`src/rtl/elevator_scheduler.sv`:
```
// elevator_scheduler: car sequencing controller. Latches call-button presses,
// picks a target floor, runs travel/door phases on move_clk ticks, and
// enforces the SOS and overload interlocks.
// Build option: define ELEVATOR_COLLECTIVE_EN for collective (SCAN) scheduling;
// leave it undefined for fixed-priority (lowest pending floor) scheduling.
module elevator_scheduler #(
  parameter int NUM_FLOORS      = 3,
  parameter int TICKS_PER_FLOOR = 2,
  parameter int DOOR_TICKS      = 3
) (
  input  logic                  clk,
  input  logic                  rst_n,
  input  logic [NUM_FLOORS-1:0] buttons,
  input  logic                  move_clk,
  input  logic                  sos_mode,
  input  logic                  weight_limit_exceeded,
  output logic [2:0]            floor,
  output logic                  moving,
  output logic                  dir_up,
  output logic                  door_open,
  output logic [NUM_FLOORS-1:0] pending,
  output logic                  halted
);

  typedef enum logic [2:0] {
    S_IDLE = 3'd0,
    S_UP   = 3'd1,
    S_DOWN = 3'd2,
    S_DOOR = 3'd3,
    S_HALT = 3'd4
  } state_t;

  localparam logic [2:0] TOP_FLOOR  = 3'(NUM_FLOORS - 1);
  localparam logic [3:0] TRAVEL_END = 4'(TICKS_PER_FLOOR - 1);
  localparam logic [3:0] DOOR_END   = 4'(DOOR_TICKS - 1);

  state_t                state_reg, state_next;
  logic [2:0]            floor_reg, floor_next;
  logic                  dir_up_reg, dir_up_next;
  logic [NUM_FLOORS-1:0] pending_reg, pending_next;
  logic [3:0]            travel_cnt_reg, travel_cnt_next;
  logic [3:0]            door_cnt_reg, door_cnt_next;
  logic                  move_clk_q_reg;
  logic                  tick;
  logic [NUM_FLOORS-1:0] press;
  logic [NUM_FLOORS-1:0] set_mask, clr_mask;
  logic [2:0]            pick, new_floor;
  logic                  stop_hit, go_on;

`ifndef ELEVATOR_COLLECTIVE_EN
  logic [2:0]            target_reg, target_next;
`endif

  // One-hot mask of a floor index.
  function automatic logic [NUM_FLOORS-1:0] onehot(input logic [2:0] f);
    logic [NUM_FLOORS-1:0] m;
    m = '0;
    for (int i = 0; i < NUM_FLOORS; i++)
      if (i == int'(f)) m[i] = 1'b1;
    return m;
  endfunction

`ifdef ELEVATOR_COLLECTIVE_EN
  // {found, floor} of the nearest pending floor above f.
  function automatic logic [3:0] nearest_up(input logic [NUM_FLOORS-1:0] p,
                                            input logic [2:0] f);
    logic [3:0] r;
    r = '0;
    for (int i = NUM_FLOORS - 1; i >= 0; i--)
      if (p[i] && (i > int'(f))) r = {1'b1, 3'(i)};
    return r;
  endfunction

  // {found, floor} of the nearest pending floor below f.
  function automatic logic [3:0] nearest_dn(input logic [NUM_FLOORS-1:0] p,
                                            input logic [2:0] f);
    logic [3:0] r;
    r = '0;
    for (int i = 0; i < NUM_FLOORS; i++)
      if (p[i] && (i < int'(f))) r = {1'b1, 3'(i)};
    return r;
  endfunction
`else
  // Lowest-index set bit of p.
  function automatic logic [2:0] lowest_set(input logic [NUM_FLOORS-1:0] p);
    logic [2:0] r;
    r = '0;
    for (int i = NUM_FLOORS - 1; i >= 0; i--)
      if (p[i]) r = 3'(i);
    return r;
  endfunction
`endif

  // Per-button 2-flop synchronizer plus a history flop for 1->0 detection.
  // Flops reset to "pressed" so a button held through reset is not a new press.
  genvar gi;
  generate
    for (gi = 0; gi < NUM_FLOORS; gi++) begin : g_sync
      logic s1_reg, s2_reg, s3_reg;
      // Synchronize the raw button and keep the previous synchronized value.
      always_ff @(posedge clk or negedge rst_n) begin
        if (!rst_n) begin
          s1_reg <= 1'b0;
          s2_reg <= 1'b0;
          s3_reg <= 1'b0;
        end else begin
          s1_reg <= buttons[gi];
          s2_reg <= s1_reg;
          s3_reg <= s2_reg;
        end
      end
      assign press[gi] = s3_reg & ~s2_reg;
    end
  endgenerate

  // Registered copy of move_clk for rising-edge tick detection.
  always_ff @(posedge clk or negedge rst_n) begin
    if (!rst_n) move_clk_q_reg <= 1'b0;
    else        move_clk_q_reg <= move_clk;
  end

  assign tick = move_clk & ~move_clk_q_reg;

  // State and datapath registers.
  always_ff @(posedge clk or negedge rst_n) begin
    if (!rst_n) begin
      state_reg      <= S_IDLE;
      floor_reg      <= '0;
      dir_up_reg     <= 1'b1;
      pending_reg    <= '0;
      travel_cnt_reg <= '0;
      door_cnt_reg   <= '0;
`ifndef ELEVATOR_COLLECTIVE_EN
      target_reg     <= '0;
`endif
    end else begin
      state_reg      <= state_next;
      floor_reg      <= floor_next;
      dir_up_reg     <= dir_up_next;
      pending_reg    <= pending_next;
      travel_cnt_reg <= travel_cnt_next;
      door_cnt_reg   <= door_cnt_next;
`ifndef ELEVATOR_COLLECTIVE_EN
      target_reg     <= target_next;
`endif
    end
  end

  // Next-state, scheduling and request bookkeeping.
  always_comb begin
    state_next      = state_reg;
    floor_next      = floor_reg;
    dir_up_next     = dir_up_reg;
    travel_cnt_next = travel_cnt_reg;
    door_cnt_next   = door_cnt_reg;
`ifndef ELEVATOR_COLLECTIVE_EN
    target_next     = target_reg;
`endif
    set_mask        = press;
    clr_mask        = '0;
    pick            = floor_reg;
    new_floor       = floor_reg;
    stop_hit        = 1'b0;
    go_on           = 1'b0;

    if (sos_mode) begin
      // Emergency stop overrides everything and drops all requests.
      state_next      = S_HALT;
      travel_cnt_next = '0;
      door_cnt_next   = '0;
      set_mask        = '0;
      clr_mask        = '1;
    end else begin
      case (state_reg)
        S_IDLE: begin
          if (pending_reg != '0) begin
`ifdef ELEVATOR_COLLECTIVE_EN
            if ((pending_reg & onehot(floor_reg)) != '0)
              pick = floor_reg;
            else if (dir_up_reg ? nearest_up(pending_reg, floor_reg)[3]
                                : nearest_dn(pending_reg, floor_reg)[3])
              pick = dir_up_reg ? nearest_up(pending_reg, floor_reg)[2:0]
                                : nearest_dn(pending_reg, floor_reg)[2:0];
            else
              pick = dir_up_reg ? nearest_dn(pending_reg, floor_reg)[2:0]
                                : nearest_up(pending_reg, floor_reg)[2:0];
`else
            pick        = lowest_set(pending_reg);
            target_next = pick;
`endif
            travel_cnt_next = '0;
            if (pick == floor_reg) begin
              state_next    = S_DOOR;
              door_cnt_next = '0;
              clr_mask      = onehot(floor_reg);
            end else if (pick > floor_reg) begin
              state_next  = S_UP;
              dir_up_next = 1'b1;
            end else begin
              state_next  = S_DOWN;
              dir_up_next = 1'b0;
            end
          end
        end

        S_UP, S_DOWN: begin
          if (tick) begin
            if (travel_cnt_reg >= TRAVEL_END) begin
              travel_cnt_next = '0;
              if ((state_reg == S_UP) ? (floor_reg >= TOP_FLOOR) : (floor_reg == 3'd0)) begin
                // Already at the shaft limit: never drive floor out of range.
                state_next = S_IDLE;
              end else begin
                new_floor  = (state_reg == S_UP) ? floor_reg + 3'd1 : floor_reg - 3'd1;
                floor_next = new_floor;
`ifdef ELEVATOR_COLLECTIVE_EN
                stop_hit = (pending_reg & onehot(new_floor)) != '0;
                go_on    = (state_reg == S_UP) ? nearest_up(pending_reg, new_floor)[3]
                                               : nearest_dn(pending_reg, new_floor)[3];
`else
                stop_hit = (new_floor == target_reg);
                go_on    = (state_reg == S_UP) ? (new_floor != TOP_FLOOR)
                                               : (new_floor != 3'd0);
`endif
                if (stop_hit) begin
                  state_next    = S_DOOR;
                  door_cnt_next = '0;
                  clr_mask      = onehot(new_floor);
                end else if (!go_on) begin
                  state_next = S_IDLE;
                end
              end
            end else begin
              travel_cnt_next = travel_cnt_reg + 4'd1;
            end
          end
        end

        S_DOOR: begin
          // A call for this floor reopens the door instead of queueing.
          set_mask = press & ~onehot(floor_reg);
          if ((press & onehot(floor_reg)) != '0) begin
            door_cnt_next = '0;
          end else if (weight_limit_exceeded) begin
            door_cnt_next = '0;
          end else if (tick) begin
            if (door_cnt_reg >= DOOR_END) begin
              door_cnt_next = '0;
              state_next    = S_IDLE;
            end else begin
              door_cnt_next = door_cnt_reg + 4'd1;
            end
          end
        end

        S_HALT: begin
          set_mask   = '0;
          state_next = S_IDLE;
        end

        default: state_next = S_IDLE;
      endcase
    end

    // An arrival clear beats a same-edge press for the same floor.
    pending_next = (pending_reg | set_mask) & ~clr_mask;
  end

  assign floor     = floor_reg;
  assign moving    = (state_reg == S_UP) || (state_reg == S_DOWN);
  assign dir_up    = dir_up_reg;
  assign door_open = (state_reg == S_DOOR);
  assign pending   = pending_reg;
  assign halted    = (state_reg == S_HALT);

endmodule

```
`config.mk`:
```
export PLATFORM = sky130hd
export DESIGN_NAME = elevator_scheduler
export DESIGN_NICKNAME = d
export VERILOG_FILES = /design/src/rtl/elevator_scheduler.sv
export SDC_FILE = /design/constraint.sdc
export NUM_CORES = 1
export LEC_CHECK = 0
export CAP_MARGIN = 40
export CORE_UTILIZATION = 55
export CTS_CLUSTER_SIZE = 25
export DETAILED_ROUTE_END_ITERATION = 10
export PLACE_DENSITY = 0.78
export SETUP_SLACK_MARGIN = 0.05
export SYNTH_ARGS = -nofsm -noshare
export SYNTH_HDL_FRONTEND = slang
export SYNTH_SLANG_ARGS = --single-unit
```
`constraint.sdc`:
```
create_clock -name clk -period 5 [get_ports clk]
set_input_delay 1.5 -clock clk [delete_from_list [all_inputs] [get_ports clk]]
set_output_delay 1.5 -clock clk [all_outputs]
set_load 0.005 [all_outputs]
```
* After elaboration in Yosys (flattened, before gate mapping)
Index checks and enable logic that the tools add are counted.
** Word-level totals
- Input port bits :: 8
- Flip-flop bits (word level) :: 31
- Word-level logic and storage cells :: 145
- Output and inout bits :: 10
** Operators by class
- Equal/unequal tests :: 23
- Add/sub/neg operators :: 4
- Reduce and logical (&&, ||, !) cells :: 17
- Mux-type cells :: 63
- Bitwise logic cells :: 17
- Magnitude comparators :: 4
** Operators with widths (count)
- $mux 3 :: 25
- $mux 4 :: 15
- $ne 3x3->1 const B :: 8
- $reduce_and 8->1 :: 2
- $mux 1 :: 15
- $logic_not 3->1 :: 4
- $pmux 3 s2 :: 2
- $pmux 4 s3 :: 1
- $reduce_bool 3->1 :: 4
- $and 3x3->3 :: 3
- $ne 3x2->1 const B :: 3
- $pmux 3 s3 :: 1
- $add 4x1->4 const B :: 2
- $pmux 4 s2 :: 1
- $not 1->1 :: 7
- $eq 2x3->1 const A :: 2
- $eq 3x2->1 const B :: 2
- $eq 3x3->1 :: 2
- $eq 3x3->1 const A :: 2
- $mux 2 :: 3
- $not 3->3 :: 2
- $reduce_and 3->1 :: 2
- $ne 5x3->1 const B :: 1
- $ne 5x5->1 const B :: 1
- other kinds (15) :: 18

* Depth between registers and ports, before layout
Gate-level depths: netlist of the first run.
- Depth in word-level cells :: 13
- Gate-level depth with buffers :: 10
- Gate-level depth less buffers :: 8

* Worst setup path before layout of the first run
Ideal clock, no wire load.
- Path type :: input -> register
- Start :: in sos_mode
- End :: reg state_reg[0]
- Path slack :: 2231 ps
- Required time :: 4875 ps
- Stages :: 4
- Data arrival time :: 2645 ps
- Setup time :: 125 ps
- Cells stage by stage :: nor4_1 > a222oi_1 > o311ai_2 > mux2_2
** Between the ends
- Cells in the longest elaborated chain, start to end :: 2
- Elaborated cells on any way between the ends :: 10
- Those cells by class :: eq/ne (8); mux (1); reduce/logical (1)
** RTL lines
- start: declaration :: RTL line 15 : input logic sos_mode,
- $ne 5x5->1 (no line) (tied with other cells)
- $reduce_and 8->1 (no line)
- end signal: assignment :: RTL line 137 : state_reg <= state_next;
- end: declaration :: RTL line 37 : state_t state_reg, state_next;
Parallel ways exist; a longest one is shown, timed or not.
A chain may end at the register's enable or synchronous reset.

* Worst setup path in the final report of the first run
Ends and elaborated chain as after synthesis.

==> metrics.log, run 1 <==
INFO  metric status = completed
INFO  metric final-max-slew-violation-count = 0
INFO  metric timing.critical_path.fanout_max = 13
INFO  metric fin_worst_skew = between 7 and 8 ps
INFO  metric setup.reg_to_reg.worst_slack = 2000 ps
INFO  metric port-buffer-count = 17
INFO  metric number_of_global_route_vias_before_repair = 1,357
INFO  metric endpoint_kind = flip-flop
INFO  metric rsz0062_at_grt = no
INFO  metric design.portCount = 18
INFO  metric critical_path_required = about 5200 ps
INFO  metric netlist_instances = between 150 and 200
INFO  metric setup_viols_final = 0
INFO  metric layout-area-overhead-vs-synth = 15.1%
INFO  metric floorplan.die.width = 58.5 microns
INFO  metric worst_reg2reg_path_depth = 7
INFO  metric async_flop_share = 100%
INFO  metric final-seq-area = 752 sq um
INFO  metric clk_pin_slew = roughly 90 ps
INFO  metric finalWirelength = 3580 microns
INFO  metric multi_input_area = 918 sq um
INFO  metric dp_hpwl = ~2600 microns
INFO  metric placement_rows = 20
INFO  metric synth-seq-area-share = 42.9%
INFO  metric ctsRootBufferMaster = clkbuf_4
INFO  metric crit_family = simple AND/OR/NAND/NOR gates
INFO  metric core_area = 3030 sq um
INFO  metric yosys.cell_types.count = 49
INFO  metric h-tree-depth = 2
INFO  metric slew_at_the_pin_closest_to_its_max_slew_limit = slightly below 900 ps
INFO  metric tritoncts_num_sinks = 30
INFO  metric place_area = 1940 sq um
INFO  metric layout-drive-gt1-share = 10.7%
INFO  metric tritoncts = built
INFO  metric synth.avg_cell_area = 10.4 sq um
INFO  metric gpl_congestion = 0.869
INFO  metric whs = 357 ps
INFO  metric tns = 0 ps
INFO  metric max_freq = 292 MHz
INFO  metric final_cell_mix = dfrtp_1, clkdlybuf4s50_1, nor2_1, ha_1
INFO  metric antenna_found_initial = 0
INFO  metric crit_arrival = 3660 ps
INFO  metric detailedRoute.firstIterationViolations = 81
INFO  metric postCtsResizedCells = 0
INFO  metric die_h = roughly 60 microns
INFO  metric synth_edf_count = 0
INFO  metric floorplan.die_area = 3420 sq um
INFO  metric power-per-cell-area = about 370 nW/um^2
INFO  metric ys.flop_type = dfrtp_1
INFO  metric clk_path_buf_depth = 2
INFO  metric p_leak = 0.899 nW
INFO  metric grt_overflow = 0
INFO  metric cts-hold-fix-buffers = 0
INFO  metric rr_startpoint = state_reg[2]
INFO  metric effective_utilization_at_floorplan = 57.9%
INFO  metric worstHoldPathType = reg2reg
INFO  metric layout.cells.most_common = dfrtp_1
INFO  metric timing.setup.critical_path_class = in2reg
INFO  metric cpMaxStageDelayCell = nor4_1
INFO  metric timing.critical_path.slowest_cell_delay = between 700 and 800 ps
INFO  metric finalCritPeriodShare = 68.5%
INFO  metric whs_endpoint = g_sync[2].s2_reg
INFO  metric final-hold-violation-count = 0
INFO  metric fillers = 239
INFO  metric global_route.usage.total = 25.2%
INFO  metric antenna_cells_inserted = 0
INFO  metric worst_setup_path_start_kind = primary input
INFO  metric drt_pre_antenna_iters = 4
INFO  metric routed_wire_length_per_instance = 15.5 microns
INFO  metric cts_post_setup_buffers_inserted = 0
INFO  metric period_minus_slack = 3420 ps
INFO  metric cp_cell_sequence = clkdlybuf4s50_1, nor4_1, a222oi_1, o311ai_2, mux2_2
INFO  metric worst_skew_pair.late_latency = 340 ps
INFO  metric ir_worst_vdd = just under 0.2 mV
INFO  metric detail_route.vias_per_cell = slightly below 6
INFO  metric min-delay-start = g_sync[2].s1_reg
INFO  metric ant_nets = 0
INFO  metric netlist_area = 1750 sq um
INFO  metric postLayoutCellArea = 2020 sq um
INFO  metric ys.warnings.count = 0
INFO  metric layout.nets = 206
INFO  metric worst_r2r_endpoint = pending[2]
INFO  metric hold_path_depth = 0
INFO  metric grt_pass1_wl = roughly 6200 microns
INFO  metric worst-path-buf-inv = 1
INFO  metric pin_count_of_the_biggest_net_entering_global_routing = 31
INFO  metric cts_buffer_count = 5
INFO  metric drcViolationCount = 0
INFO  metric drv.max_cap_violation_count = 0
INFO  metric slew-limit-headroom = roughly two fifths
INFO  metric via_count = 1,342
INFO  metric syn_nets = 188
INFO  metric ys_seq_elements = 30
INFO  metric power = between 0.0007 and 0.0008 W
## report_power, final
group          internal, W  leakage, nW  total (W)  switching [W]
clock network    0.0000959       0.0446   0.000180      0.0000840
registers         0.000273        0.384   0.000312      0.0000391
logic             0.000133        0.471   0.000264       0.000131
total             0.000502        0.899   0.000756       0.000254
## metal layers
layer	track usage [%]	routed length, microns	vias up
met5	0	0	-
met4	13.9	99	0
met3	6.81	160	11
met2	41.1	1750	47
met1	30.4	1570	655
li1	-	-	629
## kinds of logic (layout without fill, tap and decap cells)
| kind of cell | after synthesis | count (layout) | share of synthesized area [%] |
|---|---|---|---|
| and+or+nand+nor | 67 | 67 | 21.5 |
| DFF | 30 | 30 | 42.9 |
| AOI/OAI and AO/OA | 24 | 24 | 11.4 |
| buffers and inverters | 17 | 36 | 4.78 |
| adders and majority gates | 12 | 12 | 8.99 |
| muxes | 10 | 10 | 6.49 |
| xor gates and xnor gates | 8 | 8 | 3.99 |
## layout make-up
| cell class | instances | share of cell area, % |
|---|---|---|
| Multi-Input combinational cell | 121 | 45.5 |
| Clock buffer | 8 | 3.90 |
| Inverter | 10 | 1.86 |
| Sequential cell | 30 | 37.2 |
| Tap cell | 44 | 2.73 |
| Timing Repair Buffer | 18 | 8.80 |
## worst max path at each step
stage | endpoint | slack [ps] | startpoint | cells past startpoint
after detailed placement | state_reg[0] | 1290 | sos_mode | 5
after global placement | state_reg[1] | 1380 | sos_mode | 5
final | state_reg[0] | 1580 | sos_mode | 5
after global routing | state_reg[1] | 1420 | sos_mode | 5
after CTS | state_reg[0] | 1650 | sos_mode | 5
after floorplan | state_reg[0] | 2230 | sos_mode | 4
## per-stage QoR
step / cells / utilization [%] / worst slack (ps)
after global routing: 231 / 66.7 / 1420
after floorplan: 168 / - / 2230
after global placement: 223 / 64.1 / 1380
after CTS: 231 / 66.7 / 1650
final: 231 / 66.7 / 1580
after detailed placement: 223 / 64.1 / 1290
## cells in the mapped netlist, types with 2 or more instances
| cell type | n | area [sq um] |
|---|---|---|
| dfrtp_1 | 29 | 726 |
| a21oi_1 | 3 | 15.0 |
| xor2_1 | 2 | 17.5 |
| mux2_1 | 4 | 45.0 |
| a22o_1 | 3 | 26.3 |
| inv_1 | 10 | 37.5 |
| clkbuf_1 | 3 | 11.3 |
| nor2b_1 | 7 | 43.8 |
| nor3_1 | 5 | 25.0 |
| and2_1 | 2 | 12.5 |
| buf_6 | 2 | 22.5 |
| mux2i_1 | 2 | 20.0 |
| o21ai_0 | 2 | 10.0 |
| a2111oi_1 | 3 | 30.0 |
| nor3b_1 | 3 | 22.5 |
| xnor2_1 | 6 | 52.6 |
| nor2_1 | 14 | 52.6 |
| ha_1 | 11 | 138 |
| nand2_1 | 10 | 37.5 |
| nand3b_1 | 2 | 15.0 |
| and3_1 | 4 | 25.0 |
| nor4_1 | 2 | 12.5 |
| a31oi_1 | 3 | 18.8 |
| nand3_1 | 5 | 25.0 |
| mux2_2 | 3 | 33.8 |
| nand2b_1 | 4 | 25.0 |
| or3_1 | 2 | 12.5 |
No activity file was read; power rests on OpenSTA's default activity.
==> run 2, diff against run 1 <==
- CORE_UTILIZATION: 55 -> 51
- PLACE_DENSITY: 0.78 -> 0.76
- clock period: 5 -> 2.9 ns (I/O delays scaled with it)
==> metrics.log, run 2 (synthesis results as in run 1) <==
INFO  metric final-hold-violation-count = 0
INFO  metric h-tree-depth = 2
INFO  metric power = about 0.0013 W
INFO  metric gpl_congestion = 0.855
INFO  metric layout.cells.most_common = dfrtp_1
INFO  metric fraction_of_met3_tracks_used_by_global_routing = ~6.4%
INFO  metric p_seq_share = 40.4%
INFO  metric global_route.usage.total = a little under a quarter
INFO  metric cpMaxStageDelayCell = clkdlybuf4s50_1
INFO  metric antenna_cells_inserted = 0
INFO  metric endpoint_kind = primary output
INFO  metric p_leak = 0.939 nW
INFO  metric detailedRoute.firstIterationViolations = 82
INFO  metric pin_count_of_the_biggest_net_entering_global_routing = 31
INFO  metric finalWirelength = between 3000 and 4000 microns
INFO  metric grt.met2_usage = 37.7%
INFO  metric slew_at_the_pin_closest_to_its_max_slew_limit = 713 ps
INFO  metric cp_cell_sequence = buf_4, xnor2_1, nor2_1, clkdlybuf4s50_1
INFO  metric status = completed
INFO  metric routed_wire_length_per_instance = 15.0 microns
INFO  metric clk_pin_slew = 80 ps
INFO  metric grt_overflow = 0
INFO  metric clk_path_buf_depth = 2
INFO  metric crit_family = buffers and inverters
INFO  metric critical_path_required = 2030 ps
INFO  metric via_count = 1,361
INFO  metric drcViolationCount = 0
INFO  metric cts_buffer_count = 5
INFO  metric worst-path-buf-inv = 2
INFO  metric timing.critical_path.fanout_max = 7
INFO  metric pre_cts_ws = 187 ps
INFO  metric global_route.peak_usage_layer = met2
INFO  metric grt_util_met1 = 30.5%
INFO  metric setup_viols_final = 0
INFO  metric timing.critical_path.slowest_cell_delay = 470 ps
INFO  metric fin_worst_skew = about 6.8 ps
INFO  metric core_area = 3150 sq um
INFO  metric worstHoldPathType = reg2reg
INFO  metric drt_pre_antenna_iters = 4
INFO  metric p_sw_share = 34.3%
INFO  metric netSwitchingPower = approximately 0.00044 W
INFO  metric port-buffer-count = 17
INFO  metric worst_setup_path_start_kind = flip-flop
INFO  metric layout.nets = ~220
INFO  metric whs = 354 ps
INFO  metric wp_depth = 4
INFO  metric hold_path_depth = 0
INFO  metric place_inst = 233
INFO  metric p_int = 0.000837 W
INFO  metric grt_pass1_wl = 6110 microns
INFO  metric period_minus_slack = approximately 2700 ps
INFO  metric layout-area-overhead-vs-synth = 18.3%
INFO  metric ant_nets = 0
INFO  metric worst_skew_pair.late_latency = 320 ps
INFO  metric layout-drive-gt1-share = between 10% and 20%
INFO  metric die_h = 60.6 microns
INFO  metric worst_reg2reg_path_depth = 7
INFO  metric antenna_found_initial = 0
INFO  metric dp_hpwl = 2760 microns
INFO  metric floorplan.die_area = approximately 3700 sq um
INFO  metric finalCritPeriodShare = 93.1%
INFO  metric drv.max_cap_violation_count = 0
INFO  metric floorplan.die.width = 60.6 microns
INFO  metric max_freq = 370 MHz
INFO  metric timing.setup.critical_path_class = reg2out
INFO  metric effective_utilization_at_floorplan = 55.6%
INFO  metric tritoncts_num_sinks = 30
INFO  metric number_of_global_route_vias_before_repair = 1,317
INFO  metric detail_route.vias_per_cell = 5.69
INFO  metric final-instance-count-excl-fill = 239
INFO  metric rsz0062_at_grt = no
INFO  metric final_cell_mix = dfrtp_1, clkdlybuf4s50_1, nor2_1, ha_1, buf_4
INFO  metric design.portCount = 18
INFO  metric share_comb_of_total_power = between 40% and 50%
INFO  metric power-per-cell-area = between 600 and 700 nW/um^2
INFO  metric final.setup.worst_slack = about 200 ps
INFO  metric tritoncts = built
INFO  metric crit_arrival = 1830 ps
INFO  metric placement_rows = 20
INFO  metric tns = 0 ps
INFO  metric cts_post_setup_buffers_inserted = 0
INFO  metric power.clock.fraction = between 10% and 20%
INFO  metric slew-limit-headroom = 51.8%
INFO  metric ir_worst_vdd = 0.391 mV
INFO  metric final-max-slew-violation-count = 0
INFO  metric ctsRootBufferMaster = clkbuf_4
## run 2: stage by stage
step / cell area (sq um) / utilization [%]
2_1_floorplan: 1750 / -
3_3_place_gp: 2020 / 63.9
3_5_place_dp: 2020 / 63.9
4_1_cts: 2070 / 65.6
5_1_grt: 2070 / 65.8
6_report: 2070 / 65.8
## run 2: final cells by class
| class | instances | area, sq um |
|---|---|---|
| clock buffers | 6 | 51.3 |
| repair buffers | 28 | 253 |
| multi-input cells | 121 | 926 |
| fillers | 262 | 1080 |
| flip-flops and latches | 30 | 752 |
| well taps | 44 | 55.1 |
| inverters | 10 | 37.5 |
## run 2: worst register-to-register path: cells and delay by family (launching register included)
kind	cells	cell delay, ps
simple gates	2	560
fa+ha+maj	1	460
xor+xnor	2	430
flops	1	410
mux	1	370
compound gates	1	360
## run 2: worst paths after layout
check / from / endpoint / slack (ps)
max in group asynchronous: rst_n / dir_up / 1670
worst min-delay path: g_sync[1].s1_reg / g_sync[1].s2_reg / 350
min in group asynchronous: rst_n / floor[1] / 920
worst min register to register: g_sync[1].s1_reg / g_sync[1].s2_reg / 350
worst max register to register: state_reg[2] / state_reg[1] / 200
worst max-delay path: state_reg[1] / moving / 200
## run 2: what timing repair did
| item | CTS | global route |
|---|---|---|
| setup endpoints to repair | 0 | 1 |
| gates resized for setup | 0 | 1 |
| hold buffers | 0 | 0 |
## run 2: power groups by stage
stage / registers (W) / logic (W) / clock network, W
final: 0.000514 / 0.000518 / 0.000241
after global routing: 0.000520 / 0.000569 / 0.000269
after CTS: 0.000513 / 0.000510 / 0.000249
after detailed placement: 0.000522 / 0.000507 / 0
after global placement: 0.000519 / 0.000495 / 0
after floorplan: 0.000514 / 0.000350 / 0
## run 2: routing by layer
metal / share of wire [%] / wire, microns
met5: 0 / 0
met4: 1.8 / 63
met3: 3.1 / 112
met2: 48 / 1730
met1: 47 / 1680
